==> config.mk <==
export PLATFORM = sky130hd
export DESIGN_NAME = uib_dma
export DESIGN_NICKNAME = d
export VERILOG_FILES = /design/src/rtl/uib_dma_pkg.sv /design/src/rtl/uib_dma_regs.sv /design/src/rtl/uib_dma.sv
export SDC_FILE = /design/constraint.sdc
export NUM_CORES = 1
export LEC_CHECK = 0
export ABC_AREA = 0
export CORE_MARGIN = 2
export CORE_UTILIZATION = 55
export DETAILED_ROUTE_END_ITERATION = 16
export GPL_TIMING_DRIVEN = 1
export PLACE_DENSITY = 0.84
export SETUP_SLACK_MARGIN = 0.5
export SLEW_MARGIN = 15
export SYNTH_ARGS = -nofsm -noshare
export SYNTH_HDL_FRONTEND = slang
export SYNTH_SLANG_ARGS = --single-unit
==> constraint.sdc <==
create_clock -name clk -period 12.7 [get_ports clk]
set_input_delay 3.81 -clock clk [delete_from_list [all_inputs] [get_ports clk]]
set_output_delay 3.81 -clock clk [all_outputs]
set_load 0.02 [all_outputs]
==> src/rtl/uib_dma_pkg.sv <==
// Shared constants for the uib DMA engine: bus geometry, slave map,
// access-mode encoding, register indices and the FSM state type.
package uib_dma_pkg;

  localparam int XLEN        = 32;
  localparam int SLAVE_WIDTH = 4;

  // uib address map (slave number = top SLAVE_WIDTH address bits)
  localparam logic [SLAVE_WIDTH-1:0] MAINMEM = 4'h0;
  localparam logic [SLAVE_WIDTH-1:0] UART    = 4'h1;
  localparam logic [SLAVE_WIDTH-1:0] TIMER   = 4'h2;
  localparam logic [SLAVE_WIDTH-1:0] DMA     = 4'h3;

  localparam logic [2:0] MODE_WORD = 3'b010;

  // register word indices (s_addr[4:2])
  localparam logic [2:0] REG_SRC    = 3'd0;
  localparam logic [2:0] REG_DST    = 3'd1;
  localparam logic [2:0] REG_LEN    = 3'd2;
  localparam logic [2:0] REG_CTRL   = 3'd3;
  localparam logic [2:0] REG_STATUS = 3'd4;

  typedef enum logic [1:0] {
    ST_IDLE = 2'd0,
    ST_RD   = 2'd1,
    ST_WR   = 2'd2
  } dma_state_t;

endpackage

==> src/rtl/uib_dma_regs.sv <==
// Register file and slave handshake for the DMA engine. Holds the live
// SRC/DST pointers (advanced by the FSM), LEN, the interrupt enable and
// the W1C done flag, and produces start/abort strobes for the FSM.
module uib_dma_regs
  import uib_dma_pkg::*;
#(
  parameter int LEN_W = 16
) (
  input  logic                        clk,
  input  logic                        rst,
  input  logic                        s_req,
  input  logic                        s_wen,
  input  logic [XLEN-SLAVE_WIDTH-1:0] s_addr,
  input  logic [2:0]                  s_mode,
  input  logic [XLEN-1:0]             s_dat_i,
  output logic [XLEN-1:0]             s_dat_o,
  output logic                        s_ready,
  input  logic                        busy,
  input  logic                        done_set,
  input  logic                        advance,
  output logic [XLEN-1:0]             src,
  output logic [XLEN-1:0]             dst,
  output logic [LEN_W-1:0]            len,
  output logic                        start_go,
  output logic                        abort_go,
  output logic                        intr
);

  logic [2:0]      idx;
  logic            acc;
  logic            wr;
  logic            ie;
  logic            done;
  logic [XLEN-1:0] rdata;
  logic            unused_addr;

  assign idx         = s_addr[4:2];
  assign unused_addr = ^{s_addr[XLEN-SLAVE_WIDTH-1:5], s_addr[1:0]};

  // A request is accepted only when no completion pulse is outstanding,
  // so a held s_req yields one access every two cycles.
  assign acc = s_req & ~s_ready;
  assign wr  = acc & s_wen & (s_mode == MODE_WORD);

  assign start_go = wr & (idx == REG_CTRL) & s_dat_i[0];
  assign abort_go = wr & (idx == REG_CTRL) & s_dat_i[2];

  // Read mux; start/abort are pulses and read back as 0
  always_comb begin
    rdata = '0;
    case (idx)
      REG_SRC:    rdata = src;
      REG_DST:    rdata = dst;
      REG_LEN:    rdata[LEN_W-1:0] = len;
      REG_CTRL:   rdata[1] = ie;
      REG_STATUS: rdata[1:0] = {done, busy};
      default:    rdata = '0;
    endcase
  end

  // Slave completion pulse and registered read data
  always_ff @(posedge clk or posedge rst) begin
    if (rst) begin
      s_ready <= 1'b0;
      s_dat_o <= '0;
    end else begin
      s_ready <= acc;
      if (acc) s_dat_o <= rdata;
    end
  end

  // Transfer parameters: locked while busy, pointers advance per word
  always_ff @(posedge clk or posedge rst) begin
    if (rst) begin
      src <= '0;
      dst <= '0;
      len <= '0;
    end else begin
      if (wr && !busy && idx == REG_SRC) src <= s_dat_i;
      else if (advance)                  src <= src + XLEN'(4);
      if (wr && !busy && idx == REG_DST) dst <= s_dat_i;
      else if (advance)                  dst <= dst + XLEN'(4);
      if (wr && !busy && idx == REG_LEN) len <= s_dat_i[LEN_W-1:0];
    end
  end

  // Interrupt enable, done flag (set beats W1C clear) and registered intr
  always_ff @(posedge clk or posedge rst) begin
    if (rst) begin
      ie   <= 1'b0;
      done <= 1'b0;
      intr <= 1'b0;
    end else begin
      if (wr && idx == REG_CTRL) ie <= s_dat_i[1];
      if (done_set)                                      done <= 1'b1;
      else if (wr && idx == REG_STATUS && s_dat_i[1])    done <= 1'b0;
      intr <= done & ie;
    end
  end

endmodule

==> src/rtl/uib_dma.sv <==
// Single-channel word-copy DMA. Reads one word from SRC, writes it to DST,
// repeats LEN times. Master outputs are registered and drop for one cycle
// between beats; an abort is only honoured after a completed write beat.
module uib_dma
  import uib_dma_pkg::*;
#(
  parameter int LEN_W = 16
) (
  input  logic                        clk,
  input  logic                        rst,
  input  logic                        s_req,
  input  logic                        s_wen,
  input  logic [XLEN-SLAVE_WIDTH-1:0] s_addr,
  input  logic [2:0]                  s_mode,
  input  logic [XLEN-1:0]             s_dat_i,
  output logic [XLEN-1:0]             s_dat_o,
  output logic                        s_ready,
  output logic                        m_req,
  output logic                        m_wen,
  output logic [SLAVE_WIDTH-1:0]      m_num,
  output logic [XLEN-SLAVE_WIDTH-1:0] m_addr,
  output logic [2:0]                  m_mode,
  output logic [XLEN-1:0]             m_dat_o,
  input  logic [XLEN-1:0]             m_dat_i,
  input  logic                        m_ready,
  output logic                        intr
);

  dma_state_t       state, state_n;
  logic [XLEN-1:0]  src, dst, baddr, buffer;
  logic [LEN_W-1:0] len, count;
  logic             busy, beat, done_set, advance, abort_pend;
  logic             start_go, abort_go;

  assign busy   = (state != ST_IDLE);
  assign beat   = m_req & m_ready;
  assign baddr  = (state == ST_WR) ? dst : src;
  assign m_mode = MODE_WORD;

  uib_dma_regs #(.LEN_W(LEN_W)) u_regs (
    .clk      (clk),
    .rst      (rst),
    .s_req    (s_req),
    .s_wen    (s_wen),
    .s_addr   (s_addr),
    .s_mode   (s_mode),
    .s_dat_i  (s_dat_i),
    .s_dat_o  (s_dat_o),
    .s_ready  (s_ready),
    .busy     (busy),
    .done_set (done_set),
    .advance  (advance),
    .src      (src),
    .dst      (dst),
    .len      (len),
    .start_go (start_go),
    .abort_go (abort_go),
    .intr     (intr)
  );

  // Next-state logic and per-beat strobes
  always_comb begin
    state_n  = state;
    done_set = 1'b0;
    advance  = 1'b0;
    case (state)
      ST_IDLE: begin
        if (start_go) begin
          if (len != '0) state_n  = ST_RD;
          else           done_set = 1'b1;
        end
      end
      ST_RD: begin
        if (beat) state_n = ST_WR;
      end
      ST_WR: begin
        if (beat) begin
          advance = 1'b1;
          if (count == LEN_W'(1) || abort_pend) begin
            state_n  = ST_IDLE;
            done_set = 1'b1;
          end else begin
            state_n = ST_RD;
          end
        end
      end
      default: state_n = ST_IDLE;
    endcase
  end

  // State, working word counter and pending-abort flag
  always_ff @(posedge clk or posedge rst) begin
    if (rst) begin
      state      <= ST_IDLE;
      count      <= '0;
      abort_pend <= 1'b0;
    end else begin
      state <= state_n;
      if (state == ST_IDLE && start_go) count <= len;
      else if (advance)                 count <= count - LEN_W'(1);
      if (state == ST_IDLE)  abort_pend <= 1'b0;
      else if (abort_go)     abort_pend <= 1'b1;
    end
  end

  // Read data buffer between the read and write beats
  always_ff @(posedge clk) begin
    if (state == ST_RD && beat) buffer <= m_dat_i;
  end

  // Registered master request: launch when idle-on-bus, hold until m_ready
  always_ff @(posedge clk or posedge rst) begin
    if (rst) begin
      m_req   <= 1'b0;
      m_wen   <= 1'b0;
      m_num   <= '0;
      m_addr  <= '0;
      m_dat_o <= '0;
    end else if (busy && !m_req) begin
      m_req   <= 1'b1;
      m_wen   <= (state == ST_WR);
      m_num   <= baddr[XLEN-1 -: SLAVE_WIDTH];
      m_addr  <= baddr[XLEN-SLAVE_WIDTH-1:0];
      m_dat_o <= buffer;
    end else if (beat) begin
      m_req <= 1'b0;
    end
  end

endmodule

Word-level counts from Yosys, hierarchy flattened
Index checks and enable logic that the tools add are counted.
{"block": "totals", "register_bits": 233, "latch_bits": 0, "ramBits": 0, "rom_bits": 0, "inputBits": 100, "output_inout_bits": 103, "wordCells": 95, "mem_count": 0}
{"block": "classes", "n_addsub": 3, "mul": 0, "div_mod_pow": 0, "order_cmp": 0, "n_eq_ne": 12, "n_shift": 0, "muxes": 30, "bitwise": 9, "n_reduce_logical": 24}
{"op": "two-way mux 32 bit", "count": 5}
{"op": "adder 32 x 3 -> 32 bit, second input constant", "count": 2}
{"op": "case mux 14 bit (3 select lines)", "count": 1}
{"op": "two-way mux 16 bit", "count": 2}
{"op": "case mux 16 bit (2 select lines)", "count": 1}
{"op": "equality test 16 x 1 -> 1 bit, second input constant", "count": 1}
{"op": "nonzero test 16 bit", "count": 1}
{"op": "subtractor 16 x 1 -> 16 bit, second input constant", "count": 1}
{"op": "nonzero test 2 bit", "count": 7}
{"op": "two-way mux 1 bit", "count": 13}
{"op": "logical AND 1 bit", "count": 10}
{"op": "equality test 3 x 2 -> 1 bit, second input constant", "count": 3}
{"op": "AND 1 bit", "count": 8}
{"op": "two-way mux 2 bit", "count": 4}
{"op": "!= test 2 bit, second input constant", "count": 4}
{"op": "case mux 2 bit (3 select lines)", "count": 1}
{"op": "case mux 1 bit (5 select lines)", "count": 1}
{"op": "case mux 1 bit (4 select lines)", "count": 1}
{"op": "AND reduction 4 bit", "count": 1}
{"op": "equality test 3 x 1 -> 1 bit, second input constant", "count": 1}
{"op": "equality test 3 bit, second input constant", "count": 1}
{"op": "logical NOT 3 bit", "count": 1}
{"op": "equality test 2 x 1 -> 1 bit, second input constant", "count": 1}
{"op": "equality test 2 bit, second input constant", "count": 1}
{"op": "other kinds (5)", "count": 6}

Depth between registers and ports, before layout
{"block": "logic_depth", "ltp_word": 9, "ltp_mapped": 8, "mapped_depth_nobuf": 6}

Hierarchy
From an unflattened synthesis, not the netlist that was laid out.
{"block": "unflattened", "hier_cells": 1000, "area_unflattened_um2": 10889.2}
{"module": "uib_dma_regs", "n_inst": 1, "cells_per_inst": 629, "area_each_um2": 6022.0, "seq_area_each_um2": 2902.8}
{"module": "uib_dma", "n_inst": 1, "cells_per_inst": 371, "area_each_um2": 4867.2, "seq_area_each_um2": 3088.0}

Worst setup path after synthesis
No wires, ideal clock.
{"block": "synth_timing", "path_type": "input to register", "from": "input port m_ready", "to": "register buffer[0] (enable)", "setup_time_ns": 0.421, "arrival_ns": 5.273, "required_ns": 12.279, "path_slack_ns": 7.006, "path_stages": 2, "path_buffers": 0, "cell_sequence": "nand2_1 -> nor2_1"}
{"block": "synth_via", "elab_chain_len": 2}
{"item": "start, declared", "line": "uib_dma.sv:25", "rtl": "input logic m_ready,"}
{"item": "AND 1 bit", "line": "uib_dma.sv:36", "rtl": "assign beat = m_req & m_ready;"}
{"item": "logical AND 1 bit", "line": "uib_dma.sv:108", "rtl": "if (state == ST_RD && beat) buffer <= m_dat_i;"}
{"item": "end signal, assigned", "line": "uib_dma.sv:108"}
{"item": "end, declared", "line": "uib_dma.sv:30", "rtl": "logic [XLEN-1:0] src, dst, baddr, buffer;"}
No other way between the ends.
A chain may end at the register's enable or synchronous reset.

Worst setup path in the final report
{"block": "layout_timing", "from": "input port s_addr[3]", "to": "register u_regs.src[13]"}
{"block": "layout_via", "elab_chain_len": 3, "elab_cells_between_ends": 4, "cone_classes": "mux (1); reduce/logical (3)"}
{"item": "start, declared", "line": "uib_dma.sv:13", "rtl": "input logic [XLEN-SLAVE_WIDTH-1:0] s_addr,"}
{"item": "logical NOT 3 bit (*)", "line": "uib_dma_regs.sv:79", "rtl": "if (wr && !busy && idx == REG_SRC) src <= s_dat_i;"}
{"item": "logical AND 1 bit (*)", "line": "uib_dma_regs.sv:79"}
{"item": "two-way mux 32 bit or nonzero test 2 bit (tied branches)"}
{"item": "end signal, assigned", "line": "uib_dma_regs.sv:79"}
{"item": "end signal, assigned", "line": "uib_dma_regs.sv:80", "rtl": "else if (advance) src <= src + XLEN'(4);"}
{"item": "end, declared", "line": "uib_dma_regs.sv:21", "rtl": "output logic [XLEN-1:0] src,"}
Every way passes the cells marked *; elsewhere a longest branch is shown, timed or not.

==> results.txt <==
----------------------------------------------------
[Status]
  Run status ... complete, no violations

[Timing]
  Clk_skew ... 0.00903 ns
  Worst hold slack ... 0.474 ns
  Portion of the clock cycle consumed by the worst path in the final layout ... 49.0%
  Post-Route Setup TNS ... 0 ns
  Setup repair after global routing missed its margin ... false
  Transition time of the tightest slew-check pin ... 1.20 ns
  Final number of setup-violating endpoints ... 0
  Upper clock frequency limit ... 161 MHz
  Post-layout min period ... 6.22 ns
  Max-slew headroom at the worst pin ... 20.0%
  Max-slew violation count ... 0
  Hold Fails Final Rpt ... 0

[Cells and area]
  Post-synthesis to final-layout area growth ... 25.3%
  # nets final ... 1271
  Post-route core utilization ... 70.1%
  Total of fill cells in the finished design ... 1388
  Antenna cells ... 0
  Highest-count cells in the layout ignoring fill and taps ... 201 x sky130_fd_sc_hd__dfrtp_1, 173 x sky130_fd_sc_hd__clkdlybuf4s50_1, 170 x sky130_fd_sc_hd__nand2_1, 112 x sky130_fd_sc_hd__o21ai_0, 66 x sky130_fd_sc_hd__mux2i_1
  Multi-input gate area in the final layout ... 4600 sq um
  Most frequent standard cell in the layout excluding fill and tap cells ... sky130_fd_sc_hd__dfrtp_1
  Share of cells above drive strength 1 ... 10.3%
  Register area ... 5990 sq um
  Post-layout instance count excluding filler cells ... 1451
  Area of all placed cells without fillers ... 13600 sq um

[Placement]
  Count of input and output buffers ... 174
  Placer's final routability congestion estimate ... 0.893
  Instance area after placement ... 12800 sq um
  Inst Count DP ... 1405
  Post-detail-place hpwl ... 18.9 mm

[GRT]
  Global-route wire length before repair ... 46.3 mm
  Final global-route overflow total ... 0
  Maximum number of pins on one net before global-route repair ... 141
  Vias in the first global route ... 8569
  Total track usage ... 28.3%
  Initial antenna violation count ... 0

[Setup path]
  Setup slack, reg-to-reg ... 9.80 ns
  Data arrival time of the critical path ... 6.62 ns
  Data required time of the critical path ... 13.10 ns
  Critical R2R Capture ... u_regs.src[20]
  Depth of the worst register-to-register path ... 6
  Worst reg2reg path startpoint ... state[1]
  Startpoint types ... input pin
  Start-to-end type of the worst setup path ... input pin to flop
  Top fanout value on the critical path ... 43
  Crit. End Element ... flop

[CTS]
  Post-CTS sizing ... 0
  Maximum buffer depth of the clock tree ... 3
  Worst-Skew Late Latency ... 0.51 ns
  Register clock-pin slew on the reported worst setup and hold paths ... 0.06 ns
  Number of clock sinks ... 233
  H-Tree Depth ... 1
  Count of hold buffers inserted by post-cts repair ... 0
  TritonCTS clock tree ... yes
  Clock tree root buffer cell ... sky130_fd_sc_hd__clkbuf_16
  Post CTS Setup Buffer Count ... 0
  Number of buffers added by the clock tree synthesis step ... 25

[Floorplanning]
  Rows ... 51
  Vertical die dimension ... 145 microns
  Die Outline Area ... 20900 sq um
  I/O pin count ... 203
  Die Wd ... 145 microns
  Total core area ... 19500 sq um
  Initial Utilization ... 55.9%

[Power]
  Worst vdd ir ... 0.000139 V
  Clock network fraction of total power ... 39.4%
  Combinational share of power ... 14.9%
  Leak pwr ... 0.00588 uW
  Internal power ... 1400 uW
  Net Sw Frac ... 25.8%
  Reg power frac ... 45.7%
  Switching component of the power ... 488 uW
  Power density of the placed cells ... 139 nW/um^2

[Logic synthesis]
  Ys flop type ... sky130_fd_sc_hd__dfrtp_1
  Portion of the post-synthesis area used by sequential elements ... 55.0%
  Dominant cell type by area after synthesis ... sky130_fd_sc_hd__dfrtp_1
  EDFF count, synth ... 32
  Proportion of synthesized flip-flops having asynchronous set or reset ... 86.3%
  Flip-flop and latch count after synthesis ... 233
  Cells after Synth ... 1022
  Area contributors post-synth ... sky130_fd_sc_hd__dfrtp_1 46%, sky130_fd_sc_hd__edfxtp_1 8.8%, sky130_fd_sc_hd__mux2i_1 6.1%
  Number of warnings issued by yosys ... 0
  Synthesized area ... 10900 sq um
  Portion of synthesized cell area occupied by the leading cell type ... 46.2%
  Avg Cell Area, Syn ... 10.6 sq um
  Synth unique cells ... 62

[Routing]
  Number of iterations in the first detailed-routing pass ... 6
  Average detailed-routed wire length per instance ... 19.8 microns
  Total via count in the routed design ... 8872
  First-iteration detailed-routing DRC count ... 862
  Post-detailed-route count of antenna-violating nets ... 0
  Final wirelength ... 28.7 mm
  Routed vias/inst ... 6.11
  DRC violations left ... 0

[Min path]
  Launch point of the worst hold path ... m_addr[18]
  Hold-critical path endpoint ... m_addr[18]
  Type of the tightest min-delay check ... flop to flop
  Number of stages on the worst hold path ... 2

[Job]
  Maxcap violations ... 0

----------------------------------------------------
## per-layer routing
metal  wire (microns)  global-route usage, %  share of wire [%]
met5                0                      0                  0
met1            11300                   38.7                 39
met4              915                   8.89                3.2
met3             2730                   6.45                9.5
met2            13700                   45.4                 48
## through the flow
stage / setup WS (ns) / power (uW)
after floorplan: 3.41 / 1010
after global placement: 6.03 / 1140
after detailed placement: 6.00 / 1150
after CTS: 6.51 / 1900
after global routing: 6.34 / 1960
final: 6.48 / 1890
## worst max-delay path by stage
stage	start	endpoint	slack (ns)	depth (start not counted)
after floorplan	rst	abort_pend	3.41	1
after detailed placement	s_addr[3]	u_regs.src[13]	6.00	8
after global routing	s_addr[3]	u_regs.src[13]	6.34	8
after global placement	s_addr[3]	u_regs.src[18]	6.03	8
after CTS	s_addr[3]	u_regs.src[13]	6.51	8
final	s_addr[3]	u_regs.src[13]	6.48	8
## kinds of logic (layout without fill, tap and decap cells)
kind of cell | Yosys count | in the layout | share of synthesized area, %
AO/OA/AOI/OAI | 221 | 221 | 12.7
AND/OR/NAND/NOR | 340 | 340 | 15.3
XOR/XNOR | 28 | 28 | 2.25
multiplexers | 116 | 116 | 11.2
other | 2 | 3 | 0.0690
flip-flops | 233 | 233 | 55.0
adder cells (fa/ha/maj) | 4 | 4 | 0.460
buffers and inverters | 78 | 241 | 2.94
## critical path: stages
cell	delay [ns]
sky130_fd_sc_hd__clkdlybuf4s50_1	0.46
sky130_fd_sc_hd__buf_4	0.35
sky130_fd_sc_hd__nor2_1	0.19
sky130_fd_sc_hd__nor4b_4	0.17
sky130_fd_sc_hd__buf_4	0.30
sky130_fd_sc_hd__nor2_1	0.97
sky130_fd_sc_hd__o21ai_0	0.22
sky130_fd_sc_hd__o311ai_0	0.13
## cells in the mapped netlist (all sizes together) (15+ instances only)
cell / instances
mux2: 50
dfrtp: 201
xnor2: 15
o311ai: 15
nand4: 25
buf: 15
edfxtp: 32
nor2: 39
mux2i: 66
o21ai: 116
nand2: 170
nand3: 38
clkbuf: 55
o211ai: 22
a21oi: 17
## cell type report
type,count,share of cell area (%)
flip-flops and latches,233,43.9
clock buffers,38,5.31
clock inverters,8,0.881
multi-input cells,712,33.7
repair buffers,187,13.5
well taps,265,2.43
inverters,8,0.275
## state kept, by name (all words and copies together), names as in the netlist
signal / cells
m_wen: 1
state: 2
buffer: 32
u_regs.dst: 32
m_req: 1
u_regs.s_ready: 1
m_dat_o: 32
m_num: 4
u_regs.intr: 1
u_regs.src: 32
u_regs.ie: 1
u_regs.len: 16
u_regs.s_dat_o: 32
m_addr: 28
count: 16
abort_pend: 1
u_regs.done: 1
## power groups by stage
stage,registers [uW],clock network [uW],logic (uW)
5_1_grt,870,791,302
3_5_place_dp,874,0,280
3_3_place_gp,871,0,273
6_report,863,745,281
4_1_cts,862,756,284
2_1_floorplan,903,0,110
(Power assumes the default switching activity.)
